==> config.mk <==
export PLATFORM = sky130hd
export DESIGN_NAME = fetch_npc_flat
export DESIGN_NICKNAME = d
export VERILOG_FILES = /design/src/rtl/fetch_npc_pkg.sv /design/src/rtl/fetch_npc_if.sv /design/src/rtl/fetch_npc_calc.sv /design/src/rtl/fetch_npc.sv /design/src/flat_wrapper.sv
export SDC_FILE = /design/constraint.sdc
export NUM_CORES = 1
export LEC_CHECK = 0
export ABC_AREA = 1
export CORE_UTILIZATION = 40
export DETAILED_ROUTE_END_ITERATION = 8
export PLACE_DENSITY = 0.74
export SETUP_SLACK_MARGIN = 0.4
export SYNTH_ARGS = -nofsm -noshare
export SYNTH_HDL_FRONTEND = slang
export SYNTH_SLANG_ARGS = --single-unit
==> constraint.sdc <==
create_clock -name clk -period 2.71 [get_ports clk]
set_input_delay 0.4065 -clock clk [delete_from_list [all_inputs] [get_ports clk]]
set_output_delay 0.4065 -clock clk [all_outputs]
set_load 0.1 [all_outputs]
==> src/rtl/fetch_npc_pkg.sv <==
// Shared MIPS decode encodings (BranchType/JumpType) and fetch FSM states.
// Also used by the control decoder, hence the package name.
package mips_defs;

  typedef enum logic [2:0] {
    no_branch = 3'd0,
    beq       = 3'd1,
    bne       = 3'd2,
    bgez      = 3'd3,
    bltz      = 3'd4,
    bgtz      = 3'd5,
    blez      = 3'd6
  } branch_t;

  typedef enum logic [1:0] {
    No_Jump        = 2'd0,
    OffsetTypeJump = 2'd1,
    PseudoTypeJump = 2'd2,
    RegTypeJump    = 2'd3
  } jump_t;

  typedef enum logic [1:0] {
    S_REQ  = 2'd0,
    S_WAIT = 2'd1,
    S_EXEC = 2'd2
  } state_t;

  // Condition evaluation from ALU flags; unknown encodings are never taken.
  function automatic logic branch_taken(input logic [2:0] bt, input logic zero,
                                        input logic neg);
    logic t;
    t = 1'b0;
    case (bt)
      beq:     t = zero;
      bne:     t = !zero;
      bgez:    t = !neg;
      bltz:    t = neg;
      bgtz:    t = !neg && !zero;
      blez:    t = neg || zero;
      default: t = 1'b0;
    endcase
    return t;
  endfunction

endpackage

==> src/rtl/fetch_npc_if.sv <==
// Instruction-memory request/response bus: one-cycle req, one-cycle ready pulse with data.
interface fetch_npc_if #(
  parameter int PC_W = 10
);
  logic            im_req;
  logic [PC_W-1:0] im_addr;
  logic            im_ready;
  logic [31:0]     im_rdata;

  modport master (output im_req, im_addr, input im_ready, im_rdata);
  modport slave  (input im_req, im_addr, output im_ready, im_rdata);
endinterface

==> src/rtl/fetch_npc_calc.sv <==
// Combinational next-PC resolution from decoder jump/branch type and ALU flags.
module npc_calc
  import mips_defs::*;
#(
  parameter int PC_W = 10
) (
  input  logic [PC_W-1:0] pc1,
  input  logic [31:0]     instr,
  input  logic [2:0]      branch_type,
  input  logic [1:0]      jump_type,
  input  logic            alu_zero,
  input  logic            alu_neg,
  input  logic [31:0]     rs_val,
  output logic [PC_W-1:0] npc,
  output logic            taken,
  output logic            misalign
);

  logic [31:0]     off;
  logic [PC_W-1:0] br_tgt;
  logic [PC_W-1:0] pseudo_tgt;
  logic            unused_ok;

  assign off    = {{16{instr[15]}}, instr[15:0]};
  assign br_tgt = pc1 + off[PC_W-1:0];

  // The 26-bit pseudo-direct field only covers the whole PC for narrow PCs.
  generate
    if (PC_W > 26) begin : g_wide
      assign pseudo_tgt = {pc1[PC_W-1:26], instr[25:0]};
    end else begin : g_narrow
      assign pseudo_tgt = instr[PC_W-1:0];
    end
  endgenerate

  assign taken     = branch_taken(branch_type, alu_zero, alu_neg);
  assign misalign  = (jump_type == RegTypeJump) && (rs_val[1:0] != 2'b00);
  assign unused_ok = ^{rs_val, instr};

  always_comb begin
    npc = pc1;
    case (jump_type)
      OffsetTypeJump: npc = taken ? br_tgt : pc1;
      PseudoTypeJump: npc = pseudo_tgt;
      RegTypeJump:    npc = rs_val[PC_W+1:2];
      default:        npc = pc1;
    endcase
  end

endmodule

==> src/rtl/fetch_npc.sv <==
// Fetch / next-PC stage: owns the PC, fetches one word, holds it for decode until commit.
// Non-pipelined: REQ -> WAIT -> EXEC, one instruction in flight.
module fetch_npc
  import mips_defs::*;
#(
  parameter int PC_W     = 10,
  parameter int RESET_PC = 0
) (
  input  logic             clk,
  input  logic             rst,
  fetch_npc_if.master      im,
  output logic [31:0]      instr,
  output logic             instr_valid,
  output logic [PC_W-1:0]  pc,
  output logic [PC_W-1:0]  pc1,
  input  logic             commit,
  input  logic [2:0]       branch_type,
  input  logic [1:0]       jump_type,
  input  logic             alu_zero,
  input  logic             alu_neg,
  input  logic [31:0]      rs_val,
  output logic             misalign_err,
  output logic [31:0]      retire_cnt
);

  localparam logic [PC_W-1:0] RST_PC = RESET_PC[PC_W-1:0];

  state_t          state;
  logic [PC_W-1:0] npc;
  logic            taken;
  logic            misalign;

  assign pc1        = pc + PC_W'(1);
  assign im.im_addr = pc;

  npc_calc #(.PC_W(PC_W)) u_npc (
    .pc1         (pc1),
    .instr       (instr),
    .branch_type (branch_type),
    .jump_type   (jump_type),
    .alu_zero    (alu_zero),
    .alu_neg     (alu_neg),
    .rs_val      (rs_val),
    .npc         (npc),
    .taken       (taken),
    .misalign    (misalign)
  );

  // im_req is registered, so it is high during the first S_WAIT cycle;
  // a same-cycle im_ready response is accepted there.
  always_ff @(posedge clk) begin
    if (rst) begin
      state        <= S_REQ;
      pc           <= RST_PC;
      im.im_req    <= 1'b0;
      instr        <= '0;
      instr_valid  <= 1'b0;
      misalign_err <= 1'b0;
      retire_cnt   <= '0;
    end else begin
      case (state)
        S_REQ: begin
          im.im_req <= 1'b1;
          state     <= S_WAIT;
        end
        S_WAIT: begin
          im.im_req <= 1'b0;
          if (im.im_ready) begin
            instr       <= im.im_rdata;
            instr_valid <= 1'b1;
            state       <= S_EXEC;
          end
        end
        S_EXEC: begin
          if (commit) begin
            pc           <= npc;
            instr_valid  <= 1'b0;
            retire_cnt   <= retire_cnt + 32'd1;
            misalign_err <= misalign_err | misalign;
            state        <= S_REQ;
          end
        end
        default: begin
          im.im_req <= 1'b0;
          state     <= S_REQ;
        end
      endcase
    end
  end

endmodule

==> src/flat_wrapper.sv <==
// flat-port wrapper written by rule: the top's interface ports become plain ports
module fetch_npc_flat import mips_defs::*;
#(
  parameter int PC_W     = 10,
  parameter int RESET_PC = 0
)
  (clk, rst, instr, instr_valid, pc, pc1, commit, branch_type, jump_type, alu_zero, alu_neg, rs_val, misalign_err, retire_cnt, im_im_req, im_im_addr, im_im_ready, im_im_rdata);
  fetch_npc_if #(.PC_W(PC_W)) im_i ();
  input  logic clk;
  input  logic rst;
  output logic [31:0] instr;
  output logic instr_valid;
  output logic [PC_W-1:0] pc;
  output logic [PC_W-1:0] pc1;
  input  logic commit;
  input  logic [2:0] branch_type;
  input  logic [1:0] jump_type;
  input  logic alu_zero;
  input  logic alu_neg;
  input  logic [31:0] rs_val;
  output logic misalign_err;
  output logic [31:0] retire_cnt;
  output wire logic [$bits(im_i.im_req)-1:0] im_im_req;
  output wire logic [$bits(im_i.im_addr)-1:0] im_im_addr;
  input wire logic [$bits(im_i.im_ready)-1:0] im_im_ready;
  input wire logic [$bits(im_i.im_rdata)-1:0] im_im_rdata;
  assign im_im_req = im_i.im_req;
  assign im_im_addr = im_i.im_addr;
  assign im_i.im_ready = im_im_ready;
  assign im_i.im_rdata = im_im_rdata;
  fetch_npc #(.PC_W(PC_W), .RESET_PC(RESET_PC)) u_core (.clk(clk), .rst(rst), .im(im_i), .instr(instr), .instr_valid(instr_valid), .pc(pc), .pc1(pc1), .commit(commit), .branch_type(branch_type), .jump_type(jump_type), .alu_zero(alu_zero), .alu_neg(alu_neg), .rs_val(rs_val), .misalign_err(misalign_err), .retire_cnt(retire_cnt));
endmodule
Word-level counts from Yosys, hierarchy flattened

Index checks and enable logic that the tools add are counted.

Flip-flop bits (word level): 79
Input port bits: 75
Output and inout bits: 97
Logic and storage cells: 46

Add/sub/neg operators: 3
Equality and inequality tests: 13
Mux-type cells: 10
Bitwise logic cells: 1
Reduce and logical (&&, ||, !) cells: 12

Operators with widths:

| kind                                                                   | number |
|---|---|
| 32-bit by 1-bit adder with 32-bit output (second input constant)       | 1 |
| 10-bit case mux with 3 select lines                                    | 1 |
| 10-bit by 1-bit adder with 10-bit output (second input constant)       | 1 |
| 10-bit adder                                                           | 1 |
| 10-bit two-way mux                                                     | 1 |
| 3-bit equality test (second input constant)                            | 3 |
| 2-bit equality test (second input constant)                            | 3 |
| 3-bit by 2-bit equality test with 1-bit output (second input constant) | 2 |
| 1-bit case mux with 6 select lines                                     | 1 |
| 2-bit case mux with 3 select lines                                     | 1 |
| 2-bit AND reduction                                                    | 3 |
| 2-bit by 1-bit equality test with 1-bit output (second input constant) | 2 |
| 2-bit two-way mux                                                      | 2 |
| 2-bit != test (second input constant)                                  | 2 |
| 1-bit case mux with 2 select lines                                     | 2 |
| 2-bit nonzero test                                                     | 2 |
| 3-bit by 1-bit equality test with 1-bit output (second input constant) | 1 |
| 3-bit AND reduction                                                    | 1 |
| 1-bit logical AND                                                      | 2 |
| 1-bit zero test                                                        | 2 |
| 2-bit zero test                                                        | 1 |
| 1-bit two-way mux                                                      | 2 |
| 1-bit logical OR                                                       | 1 |
| 1-bit OR                                                               | 1 |

Depth between registers and ports, before layout

Gate-level depths: netlist (run 1).

Depth in word-level cells: 5
Gate-level depth with buffers: 18
Depth with buffers taken out: 18

Modules after synthesis

From an unflattened synthesis (run 1), not the netlist that was laid out.

Cell total of the unflattened synthesis: 725
Area, all modules: 4633.2 um^2

Modules (own cells, without submodules):

| module    | instances | cells each | area an instance (um^2) | seq. area each (um^2) |
|---|---|---|---|---|
| fetch_npc | 1         | 532        | 3644.7                  | 1581.5 |
| npc_calc  | 1         | 193        | 988.4                   | 0.0 |

Worst setup path before layout (run 1)

Ideal clock, no wire load.

Path kind: register -> register
Start point: register u_core.pc[2] (netlist: u_core.im.im_addr[2])
End point: register u_core.pc[9] (netlist: u_core.im.im_addr[9])
Library setup time: 0.132 ns
Arrival time: 4.427 ns
Data required time: 2.578 ns
Setup slack: -1.850 ns
Stages on the path, launching flop included: 17
Buffers on the path: 0
Clock period less this slack: 4.560 ns
Cells stage by stage: dfxtp_1 > nand2_1 > nor2_2 > nand2_1 > nor2_1 > xor2_1 > ha_1 > nand2_1 > inv_1 > a21oi_1 > nand3_1 > nand2_1 > nand4_1 > nand3_1 > nand2_1 > nand2_1 > a21oi_1

Longest elaborated chain between the ends: 4

Ends and longest elaborated chain:

| what                                     | line                 | text |
|---|---|---|
| start: declaration                       | fetch_npc.sv:14      | `output logic [PC_W-1:0] pc,` |
| start signal: assignment                 | fetch_npc.sv:76      | `pc <= npc;` |
| 10-bit by 1-bit adder with 10-bit output | fetch_npc.sv:33      | `assign pc1 = pc + PC_W'(1);` |
| via pc1[7]                               | flat_wrapper.sv:14   | `output logic [PC_W-1:0] pc1;` |
| 10-bit adder                             | fetch_npc_calc.sv:25 | `assign br_tgt = pc1 + off[PC_W-1:0];` |
| 10-bit two-way mux                       | fetch_npc_calc.sv:43 | `OffsetTypeJump: npc = taken ? br_tgt : pc1;` |
| 10-bit case mux with 3 select lines      | fetch_npc_calc.sv:42 | `case (jump_type)` |

The timed path passes the listed nets, and every way through them passes these cells.
A chain may end at the register's enable or synchronous reset.

Worst setup path in the final report (run 1)

Start point: register u_core.pc[1] (netlist: u_core.im.im_addr[1])
End point: register u_core.pc[7] (netlist: u_core.im.im_addr[7])

Longest elaborated chain between the ends: 4

Ends and longest elaborated chain:

| what                                       | line |
|---|---|
| 10-bit by 1-bit adder with 10-bit output * | fetch_npc.sv:33 |
| 10-bit adder                               | fetch_npc_calc.sv:25 |
| 10-bit two-way mux                         | fetch_npc_calc.sv:43 |
| 10-bit case mux with 3 select lines *      | fetch_npc_calc.sv:42 |

Every way passes the cells marked *; elsewhere a longest branch is shown, timed or not.

==> results of run 1 <==
[kinds of logic (layout without fill, tap and decap cells)]
kind of cell	count (synthesis)	after routing	share of synthesized area, %
xor gates and xnor gates	24	24	4.786
and+or+nand+nor	309	309	32.02
adders and majority gates	13	13	3.875
DFF	79	79	36.01
buffers and inverters	104	280	9.772
AOI/OAI and AO/OA	110	110	13.53
[worst paths after layout]
kind / from / end / slack, ns / depth (start not counted)
worst max-delay path: u_core.im.im_addr[1] / u_core.im.im_addr[7] / 0.21 / 17
worst min-delay path: u_core.misalign_err / u_core.misalign_err / 0.48 / 2
worst max register to register: u_core.im.im_addr[1] / u_core.im.im_addr[7] / 0.21 / 17
worst min register to register: u_core.misalign_err / u_core.misalign_err / 0.48 / 2
[final cells by class]
cell class / instances / area (sq um) / area share [%]
clock buffers: 11 / 141.4 / 2.126
clock inverters: 5 / 40.04 / 0.6021
flip-flops and latches: 79 / 1609 / 24.20
inverters: 76 / 301.5 / 4.534
repair buffers: 188 / 1655 / 24.89
multi-input cells: 456 / 2733 / 41.09
well taps: 136 / 170.2 / 2.559
[registers in the layout, indices dropped and copies added (netlist names)]
register	flops
u_core.instr	32
u_core.im.im_req	1
u_core.instr_valid	1
u_core.state	2
u_core.im.im_addr	10
u_core.retire_cnt	32
u_core.misalign_err	1
[what timing repair did]
| action | 4_1_cts | 5_1_grt |
|---|---|---|
| pin swaps | 29 | 26 |
| setup buffers | 18 | 5 |
| resized for setup | 33 | 28 |
| setup endpoints to repair | 8 | 12 |
| cloned | 0 | 0 |
[per-stage QoR]
stage / total power [mW] / setup WS (ns) / hold WS [ns]
after floorplan: 1.754 / -0.6613 / 0.4812
after global placement: 1.963 / 0.06599 / 0.4533
after detailed placement: 1.973 / 0.03020 / 0.4636
after CTS: 2.811 / 0.1982 / 0.4835
after global routing: 2.928 / 0.07486 / 0.5190
final: 2.810 / 0.2059 / 0.4759
[critical path, cell delays in order, from the launching register on]
cell and delay, ns:
dfxtp_4 0.37, buf_4 0.14, nand2_2 0.09, nor2_4 0.15, nand2_4 0.08, buf_12 0.13, xor2_4 0.29, ha_4 0.26
nand2_2 0.10, nor2_1 0.06, nor2_1 0.14, nand2_1 0.10, a21oi_1 0.13, o21ai_1 0.09, nand2_1 0.06, nand2_1 0.06
nand2_1 0.09, a21oi_2 0.05
[power by group]
| part | switching, mW | leakage [nW] | internal, mW |
|---|---|---|---|
| clock | 0.452 | 0.0905 | 0.365 |
| combinational | 0.526 | 2.13 | 0.227 |
| sequential | 0.0406 | 0.650 | 1.20 |
[placed cells by master, fill, tap and decap left out, types with 5 or more instances in the layout]
master           count
buf_4              121
nor3_1              13
a21oi_1             33
xor2_1               9
nand2_2             14
nor2_4              14
clkdlybuf4s50_1     54
clkinvlp_4           5
nand4_1             13
nand3_1             26
xnor2_1              8
inv_2                5
dfxtp_1             67
nor2_1             108
dfxtp_2              7
ha_4                 8
buf_6                5
nand3_2              6
clkbuf_8            10
buf_12               6
o21ai_0             55
dfxtp_4              5
nand2_1             96
inv_1               64
[metal layers]
metal | routed length [um] | GRT usage (%)
met1 | 5700 | 29.60
met2 | 6709 | 41.47
met3 | 874 | 5.106
met4 | 368 | 9.980
met5 | 0 | 0
==> metrics.md, run 1 <==
| Metric | Value |
|---|---|
| Area Growth Syn to Fin | `51.42%` |
| First-pass GRT wire length | `22.16 mm` |
| Pin count of the biggest net entering global routing | `34` |
| H-tree levels | `3` |
| Synthesized net count | `727` |
| Post-detail-place hpwl | `9.904 mm` |
| CP Data Arrival Time | `2.74 ns` |
| RSZ-0062 raised after global routing | `yes` |
| Post-Place Cells | `912` |
| Reg clk slew, reported paths | `0.09 ns` |
| Tmin final | `2.504 ns` |
| Worst EP required | `2.95 ns` |
| CTS tree | `done` |
| Tcrit/Tclk final | `92.40%` |
| Drc violations | `0` |
| Setup violators final | `0` |
| Final nets | `898` |
| Mapped Cells | `639` |
| Primary FF master, synth | `dfxtp_1` |
| Starting Density | `41.98%` |
| CP Capture Type | `register` |
| Total GRT Usage | `24.30%` |
| Final ANT Viol Nets | `0` |
| Total global routing overflow | `0` |
| Startpoint Class | `register` |
| Core region area | `10460 sq um` |
| Status | `finished clean` |
| Hold Buf Count CTS | `0` |
| Count leader, synth | `nor2_1` |
| Root Buffer | `clkbuf_8` |
| FMAX | `0.3993 GHz` |
| Maximum vdd drop | `0.0002630 V` |
| Leak | `2.873 nW` |
| Die H | `106.8 um` |
| Number of max-cap violations | `0` |
| Vias per inst | `5.105` |
| Slew HR | `61.70%` |
| Maximum clock path buffer count | `2` |
| Setup_tns | `0 ns` |
| Via count | `4855` |
| GP Congestion | `0.9051` |
| # rows | `37` |
| Seq/Total Area, Yosys | `36.01%` |
| Synth unique cells | `39` |
| Num CTS Buffers | `9` |
| CP max FO | `4` |
| Routed wire length | `13.65 mm` |
| WS Path Type | `reg -> reg` |
| Initial antenna violation count | `0` |
| #FFs+latches synth | `79` |
| WL/cell | `14.36 um` |
| Synth top area share | `36.01%` |
| Final Max Tran Viols | `0` |
| Layout cells sized above 1 | `29.33%` |
| Yosys Warn Count | `0` |
| First DRT Iteration DRCs | `246` |
| Measured slew at the worst slew-check pin | `0.5739 ns` |
| Io pins | `172` |
| CTS sink count | `79` |
| Syn avg cell area | `6.873 sq um` |
| Top post-synthesis cells by count | `nor2_1 (114), nand2_1 (109), dfxtp_1 (79)` |
| Fill count | `957` |
| Total die area | `11400 sq um` |
| Synth top area cells | `dfxtp_1 (36%), nor2_1 (9.7%), nand2_1 (9.3%)` |
| Final hold violations | `0` |
| Core Util, Final | `63.56%` |
| Hold Crit Class | `reg -> reg` |
| Number of synthesized flops with an enable pin | `0` |
| Area after DPL | `5993 sq um` |
| Yosys top cell by area | `dfxtp_1` |
| IO Port Bufs | `151` |
| Post-synth ARST share | `0%` |
| Clk_lat worst skew | `0.35 ns` |
| DR pass1 iterations | `5` |
| Vias in the first global route | `4676` |
| Final Cell Area | `6650 sq um` |
| Layout Cells excl Fill | `951` |
| Netlist Area Pre-Place | `4392 sq um` |
| Cell Pwr Density | `422.5 nW/um^2` |
| Number of diodes | `0` |
| Width of the die | `106.8 um` |
| Clk_skew | `0.01661 ns` |
Power figures use the tool's default switching activity.
==> run 2, diff against run 1 <==
CTS_CLUSTER_DIAMETER = 60   (was default)
==> results of run 2 <==
Final layout, timing and power as in run 1 (identical DEF).
